### src/rtl/cnn_acc_requant_23s_14s.sv
// Accumulates cfg_k signed products plus a bias per output pixel, then requantises
// the sum to the 14-bit activation format (rounding shift, saturation, optional ReLU).
module cnn_acc_requant_23s_14s #(
  parameter int PROD_WIDTH  = 23,
  parameter int ACC_WIDTH   = 32,
  parameter int OUT_WIDTH   = 14,
  parameter int K_WIDTH     = 8,
  parameter int SHIFT_WIDTH = 5
) (
  input  logic                        ap_clk,
  input  logic                        ap_rst,
  input  logic [K_WIDTH-1:0]          cfg_k,
  input  logic [SHIFT_WIDTH-1:0]      cfg_shift,
  input  logic                        cfg_relu,
  input  logic signed [ACC_WIDTH-1:0] bias,
  input  logic                        in_valid,
  output logic                        in_ready,
  input  logic [PROD_WIDTH-1:0]       in_data,
  output logic                        out_valid,
  input  logic                        out_ready,
  output logic [OUT_WIDTH-1:0]        out_data,
  output logic                        out_sat
);

  localparam logic [1:0] ST_ACC = 2'd0;
  localparam logic [1:0] ST_RQ  = 2'd1;
  localparam logic [1:0] ST_OUT = 2'd2;

  // One extra bit so the rounding add can never overflow the accumulator range.
  localparam int RW = ACC_WIDTH + 1;
  localparam logic signed [RW-1:0] OUT_MAX = RW'((64'sd1 <<< (OUT_WIDTH - 1)) - 64'sd1);
  localparam logic signed [RW-1:0] OUT_MIN = -OUT_MAX - RW'(1);

  logic [1:0]                  state;
  logic [K_WIDTH-1:0]          cnt;
  logic [K_WIDTH-1:0]          k_eff;
  logic [SHIFT_WIDTH-1:0]      shift_q;
  logic                        relu_q;
  logic signed [ACC_WIDTH-1:0] acc;

  logic                        beat;
  logic                        first;
  logic [K_WIDTH-1:0]          k_new;
  logic [K_WIDTH-1:0]          k_cur;
  logic [K_WIDTH-1:0]          cnt_inc;
  logic                        last_beat;
  logic signed [ACC_WIDTH-1:0] prod_ext;
  logic signed [ACC_WIDTH-1:0] acc_next;

  logic [RW-1:0]               round_add;
  logic signed [RW-1:0]        acc_ext;
  logic signed [RW-1:0]        rounded;
  logic signed [RW-1:0]        clipped;
  logic [OUT_WIDTH-1:0]        res_data;
  logic                        res_sat;

  assign in_ready = (state == ST_ACC) && !ap_rst;
  assign beat     = in_valid && in_ready;
  assign first    = (cnt == '0);

  // The group length is taken from cfg_k on the first beat and frozen thereafter.
  assign k_new     = (cfg_k == '0) ? K_WIDTH'(1) : cfg_k;
  assign k_cur     = first ? k_new : k_eff;
  assign cnt_inc   = cnt + 1'b1;
  assign last_beat = (cnt_inc == k_cur);

  assign prod_ext = {{(ACC_WIDTH - PROD_WIDTH){in_data[PROD_WIDTH-1]}}, in_data};
  assign acc_next = (first ? bias : acc) + prod_ext;

  // NOTE: every variable assigned in always_comb gets a default first so no path infers a latch.
  always_comb begin
    round_add = '0;
    acc_ext   = {acc[ACC_WIDTH-1], acc};
    rounded   = acc_ext;
    clipped   = acc_ext;
    res_sat   = 1'b0;
    res_data  = '0;

    // 2^(shift-1) as (1 << shift) >> 1, which is zero when shift is zero.
    round_add = (RW'(1) << shift_q) >> 1;
    rounded   = (acc_ext + $signed(round_add)) >>> shift_q;

    if (rounded > OUT_MAX) begin
      clipped = OUT_MAX;
      res_sat = 1'b1;
    end else if (rounded < OUT_MIN) begin
      clipped = OUT_MIN;
      res_sat = 1'b1;
    end else begin
      clipped = rounded;
    end

    res_data = clipped[OUT_WIDTH-1:0];
    if (relu_q && res_data[OUT_WIDTH-1]) begin
      res_data = '0;
    end
  end

  // NOTE: sequential state uses non-blocking assignments so all registers update together at the edge.
  always_ff @(posedge ap_clk) begin
    if (ap_rst) begin
      state     <= ST_ACC;
      cnt       <= '0;
      acc       <= '0;
      k_eff     <= K_WIDTH'(1);
      shift_q   <= '0;
      relu_q    <= 1'b0;
      out_valid <= 1'b0;
      out_data  <= '0;
      out_sat   <= 1'b0;
    end else begin
      case (state)
        ST_ACC: begin
          if (beat) begin
            acc <= acc_next;
            if (first) begin
              k_eff   <= k_new;
              shift_q <= cfg_shift;
              relu_q  <= cfg_relu;
            end
            if (last_beat) begin
              cnt   <= '0;
              state <= ST_RQ;
            end else begin
              cnt <= cnt_inc;
            end
          end
        end

        ST_RQ: begin
          out_data  <= res_data;
          out_sat   <= res_sat;
          out_valid <= 1'b1;
          state     <= ST_OUT;
        end

        ST_OUT: begin
          if (out_ready) begin
            out_valid <= 1'b0;
            state     <= ST_ACC;
          end
        end

        default: begin
          state     <= ST_ACC;
          cnt       <= '0;
          out_valid <= 1'b0;
        end
      endcase
    end
  end

endmodule

### config.mk
export PLATFORM = sky130hd
export DESIGN_NAME = cnn_acc_requant_23s_14s
export DESIGN_NICKNAME = d
export VERILOG_FILES = /design/src/rtl/cnn_acc_requant_23s_14s.sv
export SDC_FILE = /design/constraint.sdc
export NUM_CORES = 1
export LEC_CHECK = 0
export ABC_AREA = 1
export BUFFER_PORTS_ARGS = -buffer_cell sky130_fd_sc_hd__buf_2
export CAP_MARGIN = 20
export CORE_MARGIN = 3
export CORE_UTILIZATION = 45
export DETAILED_ROUTE_END_ITERATION = 8
export PLACE_DENSITY_LB_ADDON = 0.1
export SLEW_MARGIN = 20
export SYNTH_ARGS = -nofsm -noshare
export SYNTH_HDL_FRONTEND = slang
export SYNTH_SLANG_ARGS = --single-unit
### constraint.sdc
create_clock -name ap_clk -period 4.53 [get_ports ap_clk]
set_input_delay 0.906 -clock ap_clk [delete_from_list [all_inputs] [get_ports ap_clk]]
set_output_delay 0.906 -clock ap_clk [all_outputs]
set_load 0.02 [all_outputs]
# ---- After elaboration in Yosys (flattened, before gate mapping)
# Index checks and enable logic that the tools add are counted.
dict set report word_totals {
  regBits 72
  wordCells 54
}
dict set report classes {
  addsub 3
  magnitude_cmp 2
  n_eq_ne 6
  n_shift 2
  mux 17
  n_bitwise 2
  n_reduce_logical 13
}
# operator count
set ops {}
lappend ops {{$mux 14} 3}
lappend ops {{$add 32x33->33} 1}
lappend ops {{$gt 33x14->1 const B} 1}
lappend ops {{$lt 33x14->1 const B} 1}
lappend ops {{$shl 1x5->33 const A} 1}
lappend ops {{$sshr 33x5->33} 1}
lappend ops {{$add 32x23->32} 1}
lappend ops {{$mux 32} 1}
lappend ops {{$mux 8} 4}
lappend ops {{$logic_not 8->1} 2}
lappend ops {{$pmux 8 s2} 1}
lappend ops {{$add 8x1->8 const B} 1}
lappend ops {{$eq 8x8->1} 1}
lappend ops {{$mux 2} 3}
lappend ops {{$ne 2x2->1 const B} 3}
lappend ops {{$pmux 2 s3} 1}
lappend ops {{$reduce_and 2->1} 3}
lappend ops {{$reduce_and 3->1} 2}
lappend ops {{$logic_and 1x1->1} 3}
lappend ops {{$mux 1} 3}
lappend ops {{$pmux 1 s3} 1}
lappend ops {{$eq 2x1->1 const B} 1}
lappend ops {{$eq 2x2->1 const B} 1}
lappend ops {{$logic_not 2->1} 1}
lappend ops {{3 further kinds} 4}

# ---- Longest topological paths before layout
dict set report depth {
  ltp_word 8
  mapped_depth 37
}

# ---- Worst setup path after synthesis
# Ideal clock, no wire load.
dict set report synth_path {
  kind {flip-flop to flip-flop}
  from {register cnt[0]}
  to {register acc[30]}
  arrival_ns 4.197
  required_ns 4.417
  setup_slack_ns 0.220
  path_stages_with_launch 28
  period_less_slack_ns 4.310
  cell_sequence {dfxtp_1 > inv_1 > ha_1 > nor3b_1 > nand2_1 > inv_1 > buf_2 > clkbuf_1 > o21ai_0 > ha_1 > fa_1 > nand3_1 > nand3_1 > nand2_1 > nand2_1 > a21oi_1 > o21ai_1 > a31oi_1 > o21ai_1 > a21boi_0 > nor2_1 > nand2_1 > nand3_1 > a21boi_1 > o21ai_0 > xor2_1 > o21ai_1 > inv_1}
}
dict set report synth_between {
  elab_chain_len 3
}
# element line
set synth_rtl {}
lappend synth_rtl {{start: declaration} 35} ;# logic [K_WIDTH-1:0] cnt;
lappend synth_rtl {{start signal: assignment} 125} ;# cnt <= cnt_inc;
lappend synth_rtl {{$logic_not 8->1} 59} ;# assign first = (cnt == '0);
lappend synth_rtl {{$mux 32} 68} ;# assign acc_next = (first ? bias : acc) + prod_ext;
lappend synth_rtl {{$add 32x23->32} 68}
lappend synth_rtl {{end signal: assignment} 115} ;# acc <= acc_next;
lappend synth_rtl {{end: declaration} 39} ;# logic signed [ACC_WIDTH-1:0] acc;
# Every way passes these cells.
# A chain may end at the register's enable or synchronous reset.

# ---- Final worst setup path
dict set report layout_path {
  from {register shift_q[0]}
  to {register out_data[9]}
}
dict set report layout_between {
  elab_chain_len 8
  elab_cells_between_ends 9
  cone_classes {add/sub: 1; order compare: 2; shift: 2; mux: 3; reduce/logical: 1}
}
# element line
set layout_rtl {}
lappend layout_rtl {{start: declaration} 37} ;# logic [SHIFT_WIDTH-1:0] shift_q;
lappend layout_rtl {{start signal: assignment} 118} ;# shift_q <= cfg_shift;
lappend layout_rtl {{$shl 1x5->33} 80} ;# round_add = (RW'(1) << shift_q) >> 1;
lappend layout_rtl {{$add 32x33->33} 81} ;# rounded = (acc_ext + $signed(round_add)) >>> shift_q;
lappend layout_rtl {{$sshr 33x5->33 *} 81}
lappend layout_rtl {{$lt 33x14->1} 86} ;# end else if (rounded < OUT_MIN) begin
lappend layout_rtl {{$mux 14} 86}
lappend layout_rtl {{$mux 14 *} 83} ;# if (rounded > OUT_MAX) begin
lappend layout_rtl {{$logic_and 1x1->1} 94} ;# if (relu_q && res_data[OUT_WIDTH-1]) begin
lappend layout_rtl {{$mux 14 *} 94}
lappend layout_rtl {{end signal: assignment} 131} ;# out_data <= res_data;
lappend layout_rtl {{end: declaration} 21} ;# output logic [OUT_WIDTH-1:0] out_data,
# Every way passes the cells marked *; elsewhere a longest branch is shown, timed or not.

==> out/results.txt <==
Final HPWL DP = 26,010 µm
core area = 21,490 µm²
sequential power share = 0.226
Antenna Cells = 0
Initial Utilization = 0.4668
GRT overflow = 0
Reg2Reg Launch Point = shift_q[0]
GRT Total Usage = 0.2629
Worst Path Max Fanout = 7
status = complete, no violations
max cap viols = 0
placed cells = 2,152
WL per Instance = 14.73 µm
Nets = 2,032
fin cells = 2,170
max incr delay on CP = 0.42 ns
largest net degree at the start of global routing = 50
Final WS setup = 0.3940 ns
sequential area share after synthesis = 0.1437
routed vias = 11.48k
antenna violations before repair = 0
Worst Reg2Reg Path Length in Cells = 29
NetSw = 1.631 mW
Worst-Margin Slew = 0.7785 ns
Syn Nets = 1,973
EDFF count, synth = 0
DR vias/cell = 5.289
critical path's most frequent cell = nand2_1
Period Utilization, post-route = 0.9130
reg-to-reg endpoint = out_data[9]
Die X = 155.3 µm
post-synthesis cell count = 1,831
DR pass1 iterations = 5
H-Tree Level Count = 3
1st-iter DRT viols = 941
most frequent cells after synthesis = nand2_1 (528), nand3_1 (303), inv_1 (258)
vias in the first global route = 10.44k
Synth top area share = 0.1976
CP endpoint kind = flop
Clock Sinks = 72
Comb pwr share = 0.556
highest-delay cell along the critical path = ha_1
Warnings, synthesis = 0
worst-case vdd ir drop = 0.0002081 V
WP data arrival = 4.41 ns
first-pass GRT wire length = 52,120 µm
Achievable Freq = 241.8 MHz
Root Buffer = clkbuf_16
layout cells sized above 1 = 0.1182
hold_sp = out_data[9]
Worst Hold Depth = 2
post-synth top area cell = nand2_1
# IOs = 90
dpl cell area = 10,710 µm²
row cnt = 53
Required @ worst endpoint = 4.81 ns
hold crit path type = flop to flop
Most used DFF post-synth = dfxtp_1
Routed WL = 31,960 µm
Yosys cell types = 44
Mapped Area = 10,030 µm²
count leader, synth = nand2_1
Synth area leaders = nand2_1 (20%), nand3_1 (15%), dfxtp_1 (14%)
die area = 24,120 µm²
Area Growth Syn to Fin = 11.54%
hold buffers post-CTS = 0
Min Hold Slack = 0.4634 ns
final instance area = 11,190 µm²
leakage power figure = 5.982 nW
Final GP Congestion = 0.9793
Power per Cell Area = 308.1 nW/µm²
R2R setup slack = 0.39 ns
Worst-path clk slew = 0.07 ns
Clock Path Buffers = 2
Mean Syn Cell Area = 5.478 µm²
Sw Ratio = 0.4732
Worst setup SP type = flop
internal power = 1.816 mW
Post-synth ARST share = 0
#FFs+latches synth = 72
pre-CTS setup slack = 0.1381 ns
clock insertion delay at the later pin of the skew report = 0.34 ns
Num CTS Buffers = 9
Setup Crit Path Kind = flop to flop
Tmin final = 4.136 ns
Final Max Slew Viols = 0
Die Y-Extent = 155.3 µm
CTS tree = yes
Fillers = 2,462
Max-slew headroom = 0.4791
Port Buffers = 89
clk_skew = 0.01051 ns
clock power share = 0.218
Remaining DRCs = 0
Fin. Hold Viols = 0
Setup-failing EPs final = 0
hold worst-path end = out_data[9]
Routed Antenna Nets = 0
## stage by stage
step                setup TNS, ns  utilization  total power [mW]
finish                          0       0.5207             3.447
floorplan                       0            -             2.188
CTS                             0       0.5127             3.406
global route             -0.04502       0.5207             3.766
detailed placement              0       0.4983             2.642
global placement                0       0.4983             2.638
## worst max-delay path by stage
stage / startpoint / to / slack [ns] / cells after the start
after floorplan: cnt[0] / acc[30] / 0.22 / 27
after global placement: shift_q[0] / out_data[9] / 0.20 / 28
after detailed placement: cnt[0] / acc[28] / 0.14 / 25
after CTS: cnt[0] / acc[28] / 0.11 / 25
after global routing: shift_q[0] / out_data[9] / -0.02 / 33
final: shift_q[0] / out_data[9] / 0.39 / 29
## flip-flops by register name, summed over array words and instances (netlist names)
signal,flops
acc,32
out_sat,1
k_eff,8
shift_q,5
relu_q,1
state,2
out_valid,1
cnt,8
out_data,14
## power groups by stage
stage          combinational, mW  clock (mW)  sequential [mW]
2_1_floorplan               1.44           0            0.752
3_3_place_gp                1.85           0            0.788
3_5_place_dp                1.85           0            0.790
4_1_cts                     1.86       0.766            0.776
5_1_grt                     2.19       0.791            0.788
6_report                    1.92       0.750            0.781
## worst max-delay path, delay by kind of cell (launching register included)
kind            cells  cell delay [ns]
buf+inv             1             0.13
flops               1             0.37
fa+ha+maj           1             0.42
simple gates       26             2.99
compound gates      1             0.17
## layout make-up
| cell class | count | area [µm²] | share of cell area |
|---|---|---|---|
| multi-input combinational | 1422 | 7430 | 0.6641 |
| sequential | 72 | 1451 | 0.1297 |
| inverter | 272 | 1026 | 0.09171 |
| timing repair buffer | 113 | 625.6 | 0.05592 |
| tap | 275 | 344.1 | 0.03076 |
| clock buffer | 9 | 225.2 | 0.02013 |
| clock inverter | 7 | 85.08 | 0.007605 |
## cells in the final DEF (no fill, tap or decap), types with 3 or more instances in the layout
cell	instances
a211oi_1	5
a21boi_2	3
a21oi_1	79
a21oi_2	3
a22oi_1	3
a31oi_1	5
buf_2	89
buf_4	24
clkbuf_16	9
clkinv_1	6
dfxtp_1	68
ha_1	66
inv_1	255
inv_2	9
mux2i_1	3
nand2_1	521
nand2_2	23
nand3_1	293
nand3_2	25
nand3_4	3
nand3b_1	5
nand4_1	10
nor2_1	139
nor2_2	11
nor3_1	5
nor3_2	3
nor4_1	3
o211ai_1	6
o21a_1	4
o21ai_0	111
o21ai_1	10
o22ai_1	10
or2_2	5
xnor2_1	16
xor2_1	36
## cells by family after synthesis
logic type / synth area share
AND/OR/NAND/NOR: 0.4577
adder cells (fa/ha/maj): 0.08757
multiplexers: 0.002994
XOR/XNOR: 0.04541
AO/OA/AOI/OAI: 0.1322
buffers and inverters: 0.1304
flip-flops: 0.1437
## metal layers
metal	vias to the layer above	GRT usage	wire, µm
met3	33	0.01947	1932
met5	-	0	0
li1	6037	-	-
met4	0	0.05294	437
met2	338	0.4059	13570
met1	5069	0.4012	16020
## repair_timing
item	CTS	global route
endpoints found under the hold margin	0	0
buffers inserted	0	1
endpoints found under the setup margin	0	20
gates resized for setup	0	47
Power figures use the tool's default switching activity.
